## config.mk

```make
export PLATFORM = sky130hd
export DESIGN_NAME = lshl_arbiter
export DESIGN_NICKNAME = d
export VERILOG_FILES = /design/src/rtl/lshl_arbiter.sv
export SDC_FILE = /design/constraint.sdc
export NUM_CORES = 1
export LEC_CHECK = 0
export CORE_MARGIN = 2
export CORE_UTILIZATION = 35
export DETAILED_ROUTE_END_ITERATION = 6
export GPL_TIMING_DRIVEN = 0
export PLACE_DENSITY_LB_ADDON = 0.15
export SLEW_MARGIN = 25
export SYNTH_ARGS = -nofsm -noshare
export SYNTH_HDL_FRONTEND = slang
export SYNTH_HIERARCHICAL = 1
export SYNTH_SLANG_ARGS = --single-unit
export TNS_END_PERCENT = 50
```

## constraint.sdc

```tcl
create_clock -name clk -period 3.01 [get_ports clk]
set_input_delay 0.4515 -clock clk [delete_from_list [all_inputs] [get_ports clk]]
set_output_delay 0.4515 -clock clk [all_outputs]
set_load 0.01 [all_outputs]
```

## src/rtl/lshl_arbiter.sv

```systemverilog
// Round-robin sequencer sharing one multi-cycle L_shl unit among NREQ client FSMs.
// Define LSHL_ARB_TIMEOUT_EN to add a watchdog that aborts a stalled L_shl service.

module lshl_arb_slot (
  input  logic        clk,
  input  logic        reset,
  input  logic        req,
  input  logic [31:0] a,
  input  logic [15:0] b,
  input  logic        done,
  output logic        pending,
  output logic [31:0] cap_a,
  output logic [15:0] cap_b
);
  logic accept;

  // a pulse coincident with this client's own completion re-arms the slot
  assign accept = req && (!pending || done);

  always_ff @(posedge clk or negedge reset) begin
    if (!reset) begin
      pending <= 1'b0;
      cap_a   <= '0;
      cap_b   <= '0;
    end else if (accept) begin
      pending <= 1'b1;
      cap_a   <= a;
      cap_b   <= b;
    end else if (done) begin
      pending <= 1'b0;
    end
  end
endmodule

module lshl_arbiter #(
  parameter int NREQ        = 4,
  parameter int TIMEOUT_CYC = 64
) (
  input  logic                  clk,
  input  logic                  reset,
  input  logic [NREQ-1:0]       req_ready,
  input  logic [NREQ-1:0][31:0] req_a,
  input  logic [NREQ-1:0][15:0] req_b,
  output logic [NREQ-1:0]       req_done,
  output logic [31:0]           req_result,
  output logic                  L_shl_ready,
  output logic [31:0]           L_shl_a,
  output logic [15:0]           L_shl_b,
  input  logic [31:0]           L_shl_in,
  input  logic                  L_shl_done,
  output logic                  busy,
  output logic                  shl_timeout
);
  localparam int IW = $clog2(NREQ);

  typedef enum logic [1:0] {IDLE, ISSUE, WAIT} state_t;

  state_t                state;
  logic [IW-1:0]         grant, rr_ptr, next_grant;
  logic [NREQ-1:0]       pending;
  logic [NREQ-1:0][31:0] cap_a;
  logic [NREQ-1:0][15:0] cap_b;
  logic                  in_svc, complete, abort;

  if (NREQ < 2 || NREQ > 8) begin : g_bad_nreq
    $error("lshl_arbiter: NREQ must be 2..8");
  end
  if (TIMEOUT_CYC < 1 || TIMEOUT_CYC > 255) begin : g_bad_tmo
    $error("lshl_arbiter: TIMEOUT_CYC must fit the 8-bit watchdog");
  end

  for (genvar i = 0; i < NREQ; i++) begin : g_slot
    lshl_arb_slot u_slot (
      .clk     (clk),
      .reset   (reset),
      .req     (req_ready[i]),
      .a       (req_a[i]),
      .b       (req_b[i]),
      .done    (req_done[i]),
      .pending (pending[i]),
      .cap_a   (cap_a[i]),
      .cap_b   (cap_b[i])
    );
  end

  // nearest pending client after rr_ptr wins; scan far-to-near so the nearest overwrites
  always_comb begin
    next_grant = rr_ptr;
    for (int k = NREQ; k >= 1; k--) begin
      if (pending[IW'((int'(rr_ptr) + k) % NREQ)])
        next_grant = IW'((int'(rr_ptr) + k) % NREQ);
    end
  end

`ifdef LSHL_ARB_TIMEOUT_EN
  logic [7:0] wd_cnt;

  always_ff @(posedge clk or negedge reset) begin
    if (!reset)               wd_cnt <= '0;
    else if (state == ISSUE)  wd_cnt <= '0;
    else if (state == WAIT)   wd_cnt <= wd_cnt + 8'd1;
  end

  assign abort = (state == WAIT) && !L_shl_done && (wd_cnt == 8'(TIMEOUT_CYC));
`else
  assign abort = 1'b0;
`endif

  assign in_svc      = (state == ISSUE) || (state == WAIT);
  assign complete    = in_svc && (L_shl_done || abort);
  assign req_result  = (in_svc && L_shl_done) ? L_shl_in : 32'h0;
  assign shl_timeout = abort;
  assign busy        = (|pending) || (state != IDLE);

  always_comb begin
    req_done = '0;
    if (complete) req_done[grant] = 1'b1;
  end

  always_ff @(posedge clk or negedge reset) begin
    if (!reset) begin
      state       <= IDLE;
      grant       <= '0;
      rr_ptr      <= IW'(NREQ - 1);
      L_shl_ready <= 1'b0;
      L_shl_a     <= '0;
      L_shl_b     <= '0;
    end else begin
      case (state)
        IDLE: if (|pending) begin
          grant       <= next_grant;
          L_shl_ready <= 1'b1;
          L_shl_a     <= cap_a[next_grant];
          L_shl_b     <= cap_b[next_grant];
          state       <= ISSUE;
        end
        ISSUE, WAIT: begin
          L_shl_ready <= 1'b0;
          if (complete) begin
            rr_ptr <= grant;
            state  <= IDLE;
          end else begin
            state  <= WAIT;
          end
        end
        default: state <= IDLE;
      endcase
    end
  end
endmodule

```

==> results of run 1 <==
critical path, delay by kind of cell, from the launching register on:
family        cells  cell delay (ns)
fa+ha+maj         1             0.41
buf+inv           3             0.84
flops             1             0.35
simple gates      1             0.21
cell families (layout without fill, tap and decap cells):
logic type | count (synthesis) | after routing | synth area share
compound gates | 111 | 111 | 0.0722
fa+ha+maj | 1 | 1 | 0.00108
buf+inv | 77 | 445 | 0.0399
flops | 251 | 251 | 0.543
mux | 240 | 240 | 0.254
other cells | 1 | 3 | 0.000324
simple gates | 213 | 213 | 0.0898
placed cells by master, fill, tap and decap left out, types with 7 or more instances in the layout:
cell,count
and3_1,33
nor2_1,52
dfrtp_1,249
clkbuf_1,34
mux2_2,112
clkbuf_16,29
nand2_1,55
clkdlybuf4s50_1,311
nor3_1,50
buf_2,24
mux2_4,80
buf_6,14
a211oi_1,94
mux2i_1,48
clkbuf_8,7
per-stage QoR:
stage | total power [µW] | TNS [ns]
after global routing | 19100 | 0
after detailed placement | 14600 | 0
after global placement | 14400 | -2473.21
after CTS | 18100 | 0
final | 17800 | 0
after floorplan | 11500 | 0
report_power, final:
part	total, µW	switching [µW]	internal [µW]
registers	6070	919	5150
clock network	3370	1350	2020
logic	8360	3940	4430
total	17800	6210	11600
layout make-up:
| type | count | area (µm²) | area share |
|---|---|---|---|
| Tap cell | 442 | 553 | 0.0340 |
| Buffer | 70 | 442 | 0.0271 |
| Timing Repair Buffer | 319 | 3240 | 0.199 |
| Inverter | 6 | 22.5 | 0.00138 |
| Clock inverter | 3 | 42.5 | 0.00261 |
| Clock buffer | 47 | 863 | 0.0530 |
| Multi-Input combinational cell | 566 | 4840 | 0.297 |
| Sequential cell | 251 | 6280 | 0.386 |
| Antenna cell | 2 | 5.00 | 0.000307 |
routing by layer:
layer	up-vias	global-route usage	wire [µm]	share of wire
met3	45	0.0579	2460	0.074
li1	3913	-	-	-
met1	4007	0.261	15100	0.45
met5	-	0	31	0.00093
met4	6	0.0403	649	0.020
met2	222	0.304	15000	0.45
sequential cells by signal, summed over array words and instances (netlist names):
signal                 flops
g_slot.u_slot/cap_a      128
L_shl_ready                1
L_shl_b                   16
g_slot.u_slot/pending      4
state                      2
grant                      2
L_shl_a                   32
rr_ptr                     2
g_slot.u_slot/cap_b       64
timing repair:
| action | in CTS | in global routing |
|---|---|---|
| resized for setup | 5 | 6 |
| setup endpoints to repair | 31 | 14 |
| hold buffers | 1 | 0 |
| endpoints found under the hold margin | 77 | 0 |
synth_stat cells, drive strengths merged:
cell type | number | area [µm²]
a211o | 1 | 17.5
a211oi | 96 | 731
a21boi | 1 | 7.51
a21o | 1 | 7.51
a21oi | 2 | 10.0
and2 | 1 | 6.26
and3 | 33 | 206
buf | 44 | 338
clkbuf | 27 | 101
conb | 1 | 3.75
dfrtp | 249 | 6230
dfstp | 2 | 52.6
ha | 1 | 12.5
inv | 6 | 22.5
mux2 | 192 | 2460
mux2i | 48 | 480
nand2 | 60 | 243
nand2b | 10 | 92.6
nand3 | 2 | 10.0
nand3b | 1 | 7.51
nor2 | 52 | 195
nor2b | 2 | 12.5
nor3 | 50 | 250
o211ai | 1 | 7.51
o21a | 4 | 30.0
o21ai | 5 | 25.0
or3b | 1 | 8.76
or4 | 1 | 7.51
how the worst min path moves through the flow:
stage                   start                    endpoint  slack (ns)  cells past startpoint
CTS                 rr_ptr[0]                   rr_ptr[0]        0.48                      2
global route        req_a[61]  g_slot[1].u_slot/cap_a[29]        0.49                      2
detailed placement  rr_ptr[0]                   rr_ptr[0]        0.47                      2
global placement    rr_ptr[0]                   rr_ptr[0]        0.46                      2
floorplan               reset                  L_shl_a[0]        0.16                      0
finish              rr_ptr[0]                   rr_ptr[0]        0.47                      2
==> impl_metrics.json, run 1 <==
{
  "startpoint_type": "flip-flop",
  "setup_viol": 0,
  "power_leakage_uw": 0.00724,
  "core_area_mm2": 0.0325,
  "status": "completed",
  "crit_path_max_incr_delay_ns": 0.55,
  "dp.cells": 1654,
  "r2r-end": "g_slot[1].u_slot/cap_a[19]",
  "die_x_um": 186,
  "worst_clock_skew_ns": 0.00972,
  "final_cell_area_mm2": 0.0163,
  "ir_drop_mv": 0.470,
  "clk_latency_ns": 0.55,
  "drc": 0,
  "required_ns": 2.56,
  "postCtsSetupRepairBufs": 0,
  "die_h_um": 186,
  "power.density_mw_per_mm2": 1090,
  "netlist_instances": 894,
  "pin_count": 318,
  "drv_cap": 0,
  "drt-pass1-iter-count": 5,
  "cts-buffers-inserted": 28,
  "layout.cells.non_filler": 1706,
  "r2r_cells": 10,
  "htree_levels": 1,
  "tightestPinTransition_ns": 0.681,
  "initial_core_util": 0.356,
  "utilization": 0.501,
  "cts-root-buf": "clkbuf_16",
  "crit_type": "flip-flop to output port",
  "dpl_cell_area_mm2": 0.0154,
  "cts.path.max_buffers": 3,
  "post-dp-hpwl_um": 23700,
  "track_usage": 0.192,
  "wirelength_um": 33300,
  "period_minus_slack_ns": 2.82,
  "timing.final.ws_setup_ns": 0.195,
  "end_kind": "output port",
  "cts_tree": "done",
  "vias": 8193,
  "path_cells": "inv_1 -> ha_2 -> clkbuf_2 -> and3_1 -> clkdlybuf4s50_1",
  "rr_startpoint": "state[0]",
  "rsz0062_at_grt": "false",
  "synth_area_mm2": 0.0116,
  "min_path_type": "flip-flop to flip-flop",
  "syn2layout_area_growth_pct": 40.6,
  "ys_types": 37,
  "syn_nets": 1126,
  "layout-drive-gt1-share": 0.235,
  "grt_remaining_overflow": 0,
  "fin_crit_sh": 0.935,
  "ys_seq_elements": 251,
  "routabilityCongestion": 0.774,
  "cts_sinks": 251,
  "synth_warnings": 6,
  "io_buffers": 316,
  "postRouteAntennaNets": 0,
  "grt_max_degree": 89,
  "vias_per_cell": 4.80,
  "ys_seq_area_frac": 0.543,
  "slew_viol_final": 0,
  "layout.nets": 1474,
  "fin_hold_ws_ns": 0.472,
  "pre_cts_ws_ns": 0.154,
  "finalHoldViolCount": 0,
  "die-area_mm2": 0.0346,
  "dr.first_iter.drc_count": 375,
  "critPathLaunch": "state[0]",
  "crit_path_end": "req_result[15]",
  "crit_slowest_cell": "clkdlybuf4s50_1",
  "crit_arrival_ns": 2.36,
  "rows": 66,
  "wl_per_cell_um": 19.5,
  "fmax_ghz": 0.355,
  "grt_pass1_vias": 8723,
  "clkSlewWorstSetupHoldPaths_ns": 0.06,
  "crit_path_max_fanout": 10,
  "syn_area_per_cell_um2": 13.0,
  "antenna_found_initial": 6,
  "grt_pass1_wl_um": 50700,
  "max_slew_margin": 0.546,
  "r2r_setup_slack_ns": 0.62,
  "fill_cells": 2977
}
No activity file was read; power rests on OpenSTA's default activity.
==> run 2: changes to the inputs <==
--- a/config.mk
+++ b/config.mk
@@ -7,6 +7,7 @@
 export LEC_CHECK = 0
 export CORE_MARGIN = 2
 export CORE_UTILIZATION = 35
+export CTS_CLUSTER_DIAMETER = 30
 export DETAILED_ROUTE_END_ITERATION = 6
 export GPL_TIMING_DRIVEN = 0
 export PLACE_DENSITY_LB_ADDON = 0.15
==> run 2 against run 1 <==
  * Sequential power about the same
  * Clock power increased by 100%
  * Power increased by 20%
  * Critical path depth unchanged
  * Register-to-register slack about the same
  * Non-clock buffer count unchanged
  * Combinational power about the same
==> impl_metrics.json, run 2 (synthesis gave the netlist of run 1 again) <==
{
  "status": "completed",
  "startpoint_type": "flip-flop",
  "track_usage": 0.198,
  "clk_latency_ns": 0.57,
  "rows": 66,
  "crit_type": "flip-flop to output port",
  "whs_path_depth": 2,
  "fin_crit_sh": 0.942,
  "grt_pass1_vias": 9210,
  "fmax_ghz": 0.353,
  "grt_max_degree": 89,
  "dp.cells": 1654,
  "wirelength_um": 34100,
  "cp_num_buf_inv": 3,
  "drc": 0,
  "fill_cells": 2875,
  "clkSlewWorstSetupHoldPaths_ns": 0.04,
  "r2r_cells": 10,
  "crit_path_max_incr_delay_ns": 0.55,
  "drt-pass1-iter-count": 4,
  "seq_power_share": 0.285,
  "r2r-end": "g_slot[1].u_slot/cap_a[9]",
  "postRouteAntennaNets": 0,
  "routabilityCongestion": 0.774,
  "min_path_type": "flip-flop to flip-flop",
  "ir_drop_mv": 0.601,
  "drv_cap": 0,
  "largest_reg_flops": 128,
  "grt_remaining_overflow": 0,
  "layout-drive-gt1-share": 0.273,
  "dpl_cell_area_mm2": 0.0154,
  "cts-buffers-inserted": 59,
  "path_cells": "or4_1 -> buf_2 -> inv_1 -> nand2_1 -> clkdlybuf4s50_1",
  "final.setup.tns_ns": 0,
  "dr.first_iter.drc_count": 276,
  "layout.cells.non_filler": 1765,
  "max_slew_margin": 0.546,
  "finalHoldViolCount": 0,
  "pre_cts_ws_ns": 0.154,
  "die_x_um": 186,
  "pin_count": 318,
  "cp_top_family": "buffers and inverters",
  "io_buffers": 316,
  "whs_endpoint": "rr_ptr[0]",
  "rr_startpoint": "state[0]",
  "crit_slowest_cell": "or4_1",
  "p_comb_frac": 0.392,
  "timing.final.ws_setup_ns": 0.174,
  "vias": 8452,
  "final_common_cell": "clkdlybuf4s50_1",
  "rsz0062_at_grt": "false",
  "grt_pass1_wl_um": 52100,
  "syn2layout_area_growth_pct": 51.6,
  "period_minus_slack_ns": 2.84,
  "die_h_um": 186,
  "vias_per_cell": 4.79,
  "wl_per_cell_um": 19.3,
  "cts.path.max_buffers": 3,
  "htree_levels": 2,
  "setup_viol": 0,
  "slew_viol_final": 0,
  "end_kind": "output port",
  "p_int_uw": 14500,
  "initial_core_util": 0.356,
  "p_sw_frac": 0.322,
  "most-common-layout-cells": "311 x clkdlybuf4s50_1, 249 x dfrtp_1, 112 x mux2_2",
  "regMostFlops": "g_slot.u_slot/cap_a",
  "post-dp-hpwl_um": 23700,
  "cts_tree": "done",
  "clkPwrFrac": 0.322,
  "cts-root-buf": "clkbuf_16",
  "hp-start": "rr_ptr[0]",
  "power_leakage_uw": 0.00784,
  "antenna_found_initial": 5,
  "r2r_setup_slack_ns": 0.61,
  "required_ns": 2.56,
  "reg.largest.list": "g_slot.u_slot/cap_a: 128 flops, g_slot.u_slot/cap_b: 64 flops, L_shl_a: 32 flops",
  "die-area_mm2": 0.0346,
  "crit_path_max_fanout": 6,
  "switchingPower_uw": 6870,
  "power.density_mw_per_mm2": 1220,
  "tightestPinTransition_ns": 0.681,
  "layout.nets": 1505,
  "worst_clock_skew_ns": 0.0174,
  "crit_arrival_ns": 2.38,
  "final_cell_area_mm2": 0.0176,
  "cts_sinks": 251,
  "core_area_mm2": 0.0325,
  "utilization": 0.540
}
## run 2: how the worst max path moves through the flow
stage / from / to / slack, ns / cells past startpoint
final: g_slot[2].u_slot/pending / busy / 0.17 / 5
after global routing: state[0] / req_result[15] / 0.06 / 5
after CTS: state[0] / req_result[15] / 0.05 / 5
after detailed placement: state[0] / req_done[1] / 0.15 / 7
after global placement: reset / g_slot[3].u_slot/cap_b[14] / -9.91 / 1
after floorplan: state[0] / g_slot[3].u_slot/cap_a[10] / 0.66 / 11
## run 2: power groups by stage
stage | Combinational [µW] | Clock, µW | Sequential [µW]
after floorplan | 5470 | 0 | 6030
final | 8380 | 6890 | 6090
after global placement | 8350 | 0 | 6090
after CTS | 8560 | 7010 | 6100
after global routing | 9170 | 7220 | 6300
after detailed placement | 8500 | 0 | 6120
## run 2: tightest hold or removal path: stages (launching register included)
cell and delay (ns):
dfstp_2 0.37, nand2_1 0.05, nand2_1 0.05
## run 2: what timing repair did
| item | 4_1_cts | 5_1_grt |
|---|---|---|
| cloned | 0 | 0 |
| endpoints found under the hold margin | 77 | 0 |
| endpoints found under the setup margin | 31 | 21 |
| resized for setup | 5 | 6 |
| buffers inserted | 0 | 0 |
| hold buffers | 1 | 0 |
## run 2: per-layer routing
| layer | global-route usage | vias up | share of wire |
|---|---|---|---|
| met5 | 0 | - | 0.0011 |
| met4 | 0.0608 | 6 | 0.021 |
| met3 | 0.0689 | 59 | 0.080 |
| met2 | 0.310 | 247 | 0.46 |
| met1 | 0.259 | 4137 | 0.44 |
| li1 | - | 4003 | - |
## run 2: layout make-up
type / instances / area, µm² / share of cell area
Clock inverter: 33 / 508 / 0.0289
Sequential cell: 251 / 6280 / 0.358
Timing Repair Buffer: 319 / 3240 / 0.184
Antenna cell: 2 / 5.00 / 0.000285
Clock buffer: 76 / 1670 / 0.0952
Multi-Input combinational cell: 566 / 4840 / 0.275
Tap cell: 442 / 553 / 0.0315
Buffer: 70 / 442 / 0.0252
Inverter: 6 / 22.5 / 0.00128
## run 2: metrics by stage
step	hold slack, ns	power (µW)
2_1_floorplan	0.156	11500
3_3_place_gp	0.464	14400
3_5_place_dp	0.466	14600
4_1_cts	0.458	21700
5_1_grt	0.465	22700
6_report	0.472	21400
